==> config.mk <==
export PLATFORM = sky130hd
export DESIGN_NAME = pipe_os_rx_gen
export DESIGN_NICKNAME = d
export VERILOG_FILES = /design/src/rtl/pipe_os_rx_gen.sv
export SDC_FILE = /design/constraint.sdc
export NUM_CORES = 1
export LEC_CHECK = 0
export CAP_MARGIN = 20
export CORE_MARGIN = 4
export CORE_UTILIZATION = 35
export DETAILED_ROUTE_END_ITERATION = 16
export PLACE_DENSITY = 0.54
export SLEW_MARGIN = 20
export SYNTH_ARGS = -nofsm -noshare
export SYNTH_HDL_FRONTEND = slang
export SYNTH_SLANG_ARGS = --single-unit
==> constraint.sdc <==
create_clock -name clk -period 10.8 [get_ports clk]
set_clock_uncertainty 0.2 [all_clocks]
set_input_delay 1.08 -clock clk [delete_from_list [all_inputs] [get_ports clk]]
set_output_delay 1.08 -clock clk [all_outputs]
set_load 0.01 [all_outputs]
==> src/rtl/pipe_os_rx_gen.sv <==
// PIPE receive-side ordered-set generator: SKP / TS1 / TS2 on NUM_LANES lanes, DATA_BYTES symbols per lane per clock.
// Defining OSGEN_SKP_INSERT_EN adds a periodic SKP OS inserted every SKP_INTERVAL clocks at OS boundaries.
module pipe_os_rx_gen #(
  parameter int NUM_LANES    = 1,
  parameter int DATA_BYTES   = 1,
  parameter int SKP_INTERVAL = 1180
) (
  input  logic                                clk,
  input  logic                                rst,
  input  logic                                en_n,
  input  logic                                start,
  input  logic [1:0]                          os_sel,
  input  logic [15:0]                         os_count,
  input  logic [39:0]                         ts_bytes1to5,
  output logic                                busy,
  output logic                                os_done,
  output logic                                seq_done,
  output logic [NUM_LANES*DATA_BYTES*8-1:0]   rxdata,
  output logic [NUM_LANES*DATA_BYTES-1:0]     rxdatak,
  output logic [NUM_LANES-1:0]                rxvalid
);

  localparam logic [4:0] STEP    = 5'(DATA_BYTES);
  localparam logic [1:0] SEL_SKP = 2'd1;
  localparam logic [1:0] SEL_TS2 = 2'd3;

  typedef enum logic [1:0] {
    ST_IDLE = 2'd0,
    ST_SEND = 2'd1
`ifdef OSGEN_SKP_INSERT_EN
    , ST_SKP_INS = 2'd2
`endif
  } state_t;

  state_t      r_state, w_nxt_state;
  logic [4:0]  r_ptr, w_nxt_ptr;
  logic [1:0]  r_sel, w_nxt_sel;
  logic [15:0] r_count, w_nxt_count;
  logic [15:0] r_sent, w_nxt_sent;
  logic [39:0] r_snap, w_nxt_snap;

  logic w_cur_skp, w_last, w_stop, w_final, w_start, w_skp_pend;
  logic w_nxt_busy, w_nxt_skp, w_nxt_os_done, w_nxt_seq_done;
  logic [NUM_LANES*DATA_BYTES*8-1:0] w_nxt_data;
  logic [NUM_LANES*DATA_BYTES-1:0]   w_nxt_datak;

  logic                                r_busy, r_os_done, r_seq_done;
  logic [NUM_LANES*DATA_BYTES*8-1:0]   r_rxdata;
  logic [NUM_LANES*DATA_BYTES-1:0]     r_rxdatak;
  logic [NUM_LANES-1:0]                r_rxvalid;

  function automatic logic [4:0] os_len(input logic skp);
    return skp ? 5'd4 : 5'd16;
  endfunction

  // Returns {K flag, symbol} for symbol index idx of the current OS on the given lane.
  function automatic logic [8:0] sym_f(input logic [4:0] idx, input logic skp, input logic ts2,
                                       input logic [39:0] snap, input logic [7:0] lane);
    logic [7:0] b;
    logic [8:0] r;
    b = 8'h00;
    r = 9'h000;
    if (idx == 5'd0) begin
      r = {1'b1, 8'hBC};
    end else if (skp) begin
      r = {1'b1, 8'h1C};
    end else if (idx <= 5'd5) begin
      case (idx)
        5'd1:    b = snap[7:0];
        5'd2:    b = snap[15:8];
        5'd3:    b = snap[23:16];
        5'd4:    b = snap[31:24];
        default: b = snap[39:32];
      endcase
      if (b == 8'hF7) begin
        r = {1'b1, 8'hF7};
      end else if (idx == 5'd2) begin
        r = {1'b0, 8'(b + lane)};
      end else begin
        r = {1'b0, b};
      end
    end else begin
      r = {1'b0, (ts2 ? 8'h45 : 8'h4A)};
    end
    return r;
  endfunction

`ifdef OSGEN_SKP_INSERT_EN
  logic [15:0] r_skp_cnt;
  logic        r_skp_pend;
  logic        w_skp_done;

  assign w_cur_skp  = (r_sel == SEL_SKP) || (r_state == ST_SKP_INS);
  assign w_nxt_skp  = (w_nxt_sel == SEL_SKP) || (w_nxt_state == ST_SKP_INS);
  // A requested SKP OS also satisfies a pending insertion.
  assign w_skp_pend = r_skp_pend && !w_cur_skp;
  assign w_skp_done = (r_state != ST_IDLE) && w_cur_skp && w_last;

  // Busy-time clock counter that raises a pending SKP request.
  always_ff @(posedge clk) begin
    if (rst || !r_busy || w_skp_done) begin
      r_skp_cnt  <= 16'd0;
      r_skp_pend <= 1'b0;
    end else if (!r_skp_pend) begin
      if (r_skp_cnt == 16'(SKP_INTERVAL - 1)) begin
        r_skp_pend <= 1'b1;
      end else begin
        r_skp_cnt <= r_skp_cnt + 16'd1;
      end
    end
  end
`else
  logic w_unused_skp_interval;

  assign w_unused_skp_interval = (SKP_INTERVAL > 0);
  assign w_cur_skp  = (r_sel == SEL_SKP);
  assign w_nxt_skp  = (w_nxt_sel == SEL_SKP);
  assign w_skp_pend = 1'b0;
`endif

  assign w_last  = ((r_ptr + STEP) == os_len(w_cur_skp));
  assign w_stop  = en_n || (os_sel == 2'd0);
  assign w_final = (r_count != 16'd0) && ((r_sent + 16'd1) == r_count);
  assign w_start = start && !en_n && (os_sel != 2'd0);

  // Next-beat sequencing: state, symbol pointer and OS bookkeeping.
  always_comb begin
    w_nxt_state = r_state;
    w_nxt_ptr   = r_ptr;
    w_nxt_sel   = r_sel;
    w_nxt_count = r_count;
    w_nxt_sent  = r_sent;
    case (r_state)
      ST_IDLE: begin
        if (w_start) begin
          w_nxt_state = ST_SEND;
          w_nxt_ptr   = 5'd0;
          w_nxt_sel   = os_sel;
          w_nxt_count = os_count;
          w_nxt_sent  = 16'd0;
        end else begin
          w_nxt_ptr = 5'd0;
        end
      end
      ST_SEND: begin
        if (!w_last) begin
          w_nxt_ptr = r_ptr + STEP;
        end else begin
          w_nxt_ptr  = 5'd0;
          w_nxt_sent = r_sent + 16'd1;
          if (w_final) begin
            w_nxt_state = ST_IDLE;
`ifdef OSGEN_SKP_INSERT_EN
          end else if (w_skp_pend) begin
            w_nxt_state = ST_SKP_INS;
`endif
          end else if (w_stop) begin
            w_nxt_state = ST_IDLE;
          end else begin
            w_nxt_state = ST_SEND;
          end
        end
      end
`ifdef OSGEN_SKP_INSERT_EN
      ST_SKP_INS: begin
        if (!w_last) begin
          w_nxt_ptr = r_ptr + STEP;
        end else begin
          w_nxt_ptr = 5'd0;
          if (w_stop) begin
            w_nxt_state = ST_IDLE;
          end else begin
            w_nxt_state = ST_SEND;
          end
        end
      end
`endif
      default: begin
        w_nxt_state = ST_IDLE;
        w_nxt_ptr   = 5'd0;
      end
    endcase
  end

  assign w_nxt_busy     = (w_nxt_state != ST_IDLE);
  assign w_nxt_snap     = (w_nxt_busy && (w_nxt_ptr == 5'd0)) ? ts_bytes1to5 : r_snap;
  assign w_nxt_os_done  = (w_nxt_state == ST_SEND) &&
                          ((w_nxt_ptr + STEP) == os_len(w_nxt_sel == SEL_SKP));
  assign w_nxt_seq_done = w_nxt_os_done && (w_nxt_count != 16'd0) &&
                          ((w_nxt_sent + 16'd1) == w_nxt_count);

  // Symbol bus for the next beat; all zero when the next beat is idle.
  always_comb begin
    w_nxt_data  = '0;
    w_nxt_datak = '0;
    for (int l = 0; l < NUM_LANES; l++) begin
      for (int k = 0; k < DATA_BYTES; k++) begin
        {w_nxt_datak[l*DATA_BYTES+k], w_nxt_data[(l*DATA_BYTES+k)*8 +: 8]} =
          w_nxt_busy ? sym_f(w_nxt_ptr + 5'(k), w_nxt_skp, (w_nxt_sel == SEL_TS2), w_nxt_snap, 8'(l))
                     : 9'h000;
      end
    end
  end

  // FSM state, counters and registered outputs.
  always_ff @(posedge clk) begin
    if (rst) begin
      r_state    <= ST_IDLE;
      r_ptr      <= 5'd0;
      r_sel      <= 2'd0;
      r_count    <= 16'd0;
      r_sent     <= 16'd0;
      r_snap     <= 40'd0;
      r_busy     <= 1'b0;
      r_os_done  <= 1'b0;
      r_seq_done <= 1'b0;
      r_rxdata   <= '0;
      r_rxdatak  <= '0;
      r_rxvalid  <= '0;
    end else begin
      r_state    <= w_nxt_state;
      r_ptr      <= w_nxt_ptr;
      r_sel      <= w_nxt_sel;
      r_count    <= w_nxt_count;
      r_sent     <= w_nxt_sent;
      r_snap     <= w_nxt_snap;
      r_busy     <= w_nxt_busy;
      r_os_done  <= w_nxt_os_done;
      r_seq_done <= w_nxt_seq_done;
      r_rxdata   <= w_nxt_data;
      r_rxdatak  <= w_nxt_datak;
      r_rxvalid  <= {NUM_LANES{w_nxt_busy}};
    end
  end

  assign busy     = r_busy;
  assign os_done  = r_os_done;
  assign seq_done = r_seq_done;
  assign rxdata   = r_rxdata;
  assign rxdatak  = r_rxdatak;
  assign rxvalid  = r_rxvalid;

endmodule

==> results.md <==
- P&R area growth vs syn: 21.3%
- Clock latency on the worst-skew pair: 360 ps
- # rows: 45
- Die Span Y: 133 um
- CTS Hold Bufs: 0
- R2r startpoint: r_sent[0]
- 1st-pass router iterations: 5
- Flop-to-flop setup slack: 5960 ps
- Clk pin slew, worst setup/hold paths: 70 ps
- CTS Buf Count: 9
- R2R Path End: rxdatak
- DR iter-0 viols: 392
- Crit path DAT: 4930 ps
- Top cells by count, synth: nor2_1 (97), dfxtp_1 (93), mux2i_1 (52)
- Post-DP HPWL: 12.8 mm
- Vias in the first global route: 4773
- Initial antenna violation count: 0
- Ys Warns: 0
- Final Setup Violations: 0
- Cells after synthesis: 644
- Worst setup margin: 5960 ps
- Power density cells: 117 nW/um2
- CTS tree: done
- Final hold slack: 299 ps
- Setup TNS: 0 ps
- Critical path data required time: 10880 ps
- Fmax: 207 MHz
- Total GRT Usage: 18.9%
- Final hold viol count: 0
- Global-route wire length before repair: 26.4 mm
- Worst slack, placed: 5790 ps
- PortBufs: 74
- CTS Buffer Depth: 2
- DR vias/cell: 5.49
- CTS resizes: 0
- Final period util: 44.8%
- Critical Path End: rxdatak
- Max-cap viol count: 0
- H-tree levels: 3
- Die area: 17700 um2
- FF/Latch Area: 1860 um2
- Post CTS Setup Buffer Count: 0
- I/O pins: 75
- Crit path capture type: register
- Max_slew headroom: 42.4%
- RSZ-0062 raised after global routing: no
- Status: completed
- # clock sinks: 93
- Leakage power total: 0.00255 uW
- Top-count cell post-synth: nor2_1
- Clock Tree Root: clkbuf_16
- Initial Utilization: 35.8%
- Antenna Cells: 0
- Share of the synthesized area in the top cell type: 34.1%
- Main synth FF type: dfxtp_1
- Worst-Margin Slew: 864 ps
- Cells on worst reg2reg path: 13
- GR Overflow Total: 0
- Critical Path Fanout Max: 41
- Core Box Area: 15300 um2
- Post-Synthesis Cell Area: 5470 um2
- Share of cells above drive strength 1: 8.53%
- Avg Synthesized Cell Area: 8.49 um2
- Synth cell types: 80
- Register area share after synthesis: 34.1%
- WL per Instance: 18.3 um
- Largest net degree at the start of global routing: 82
- Post-route ant nets: 0
- Nature of the critical path startpoint: register
- Final Net Count: 763
- Max Slew Vio Count: 0
- Mapped Nets: 709
- Area of the multi-input gates: 3390 um2
- Final min period: 4840 ps
- Horiz. Die Dim: 133 um
- Asr flop ratio synth: 0%
- Gpl congestion: 0.931
- Yosys top cell by area: dfxtp_1
- Min-delay src: r_count[15]
- Max IR drop VDD: 0.0715 mV
- Critical path type: register to register
- Final WL: 16.7 mm
- Synth top area cells: dfxtp_1 (34%), mux2i_1 (9.5%), nor2_1 (6.7%)
- DRC Markers: 0
- CP Launch Point: r_sent[0]
- Via count: 5015
- Number of flops mapped to enable cells by yosys: 0
- Synth Register Bits: 93
- Fillers: 1540
- Worst Hold Class: register to register
stage by stage:
step	power [uW]	utilization, %	instances	instance area, um2
detailed placement	464	41.5	898	6330
global route	807	43.5	914	6630
global placement	463	41.5	898	6330
finish	775	43.5	914	6630
floorplan	421	-	644	5470
CTS	786	43.5	914	6630
how the worst min path moves through the flow:
stage          slack [ps]  cells past startpoint     endpoint
3_3_place_gp          280                      2   r_snap[34]
2_1_floorplan         260                      2     r_sel[0]
6_report              300                      2  r_count[15]
5_1_grt               340                      2   r_snap[33]
3_5_place_dp          290                      2   r_snap[21]
4_1_cts               300                      2     r_sel[0]
critical path: stages, from the launching register on:
cell	delay, ps
dfxtp_1	540
ha_1	460
nand4_2	270
nor4_2	530
xnor2_1	180
a2111oi_2	310
nand4_1	290
o21ai_4	210
buf_4	560
mux2i_1	210
a211o_1	320
a2111oi_2	360
nand4_1	130
a21boi_1	150
where the power goes:
group          internal (uW)  leakage (uW)  switching, uW
Clock                    164      0.000145            155
Combinational           49.5       0.00165           45.1
Sequential               354      0.000754           7.51
sequential cells by signal (all words and copies together) (netlist names):
register	cells
rxdata	8
r_snap	40
rxdatak	1
r_ptr	5
os_done	1
seq_done	1
rxvalid	1
r_sent	16
r_count	16
r_sel	2
r_state	2
metal layers:
layer	track usage (%)	vias up	routed length, um
li1	-	2433	-
met3	4.37	32	922
met4	6.29	0	416
met1	25.2	2396	7590
met2	30.1	154	7780
met5	0	-	0
layout by cell type (no fill, tap or decap), types with 4 or more instances in the layout:
master	count
nor2_1	97
dfxtp_1	93
clkdlybuf4s50_1	73
mux2i_1	52
nand2_1	40
a21oi_1	31
xnor2_1	29
o21ai_0	24
nor2b_1	19
nor3_1	18
xor2_1	17
nand3_1	16
and3_1	12
nor4_1	10
clkbuf_16	9
nand2b_1	8
a31oi_1	8
inv_1	8
nand4_1	8
buf_4	7
and2_1	6
a222oi_1	5
nor3_2	4
o211ai_1	4
a211oi_1	4
mux2_2	4
a221oi_1	4
kinds of logic after synthesis:
logic type,share of synthesized area (%)
AND/OR/NAND/NOR,26.2
AO/OA/AOI/OAI,16.6
flip-flops,34.1
multiplexers,10.9
XOR/XNOR,7.37
buffers and inverters,4.10
adder cells (fa/ha/maj),0.687
other,0.0686
area by class of cell:
type	count	share of cell area (%)
Tap cell	211	3.98
Clock buffer	9	3.40
Inverter	8	0.453
Clock inverter	7	1.13
Sequential cell	93	28.1
Timing Repair Buffer	81	11.9
Multi-Input combinational cell	505	51.1
Power figures use the tool's default switching activity.
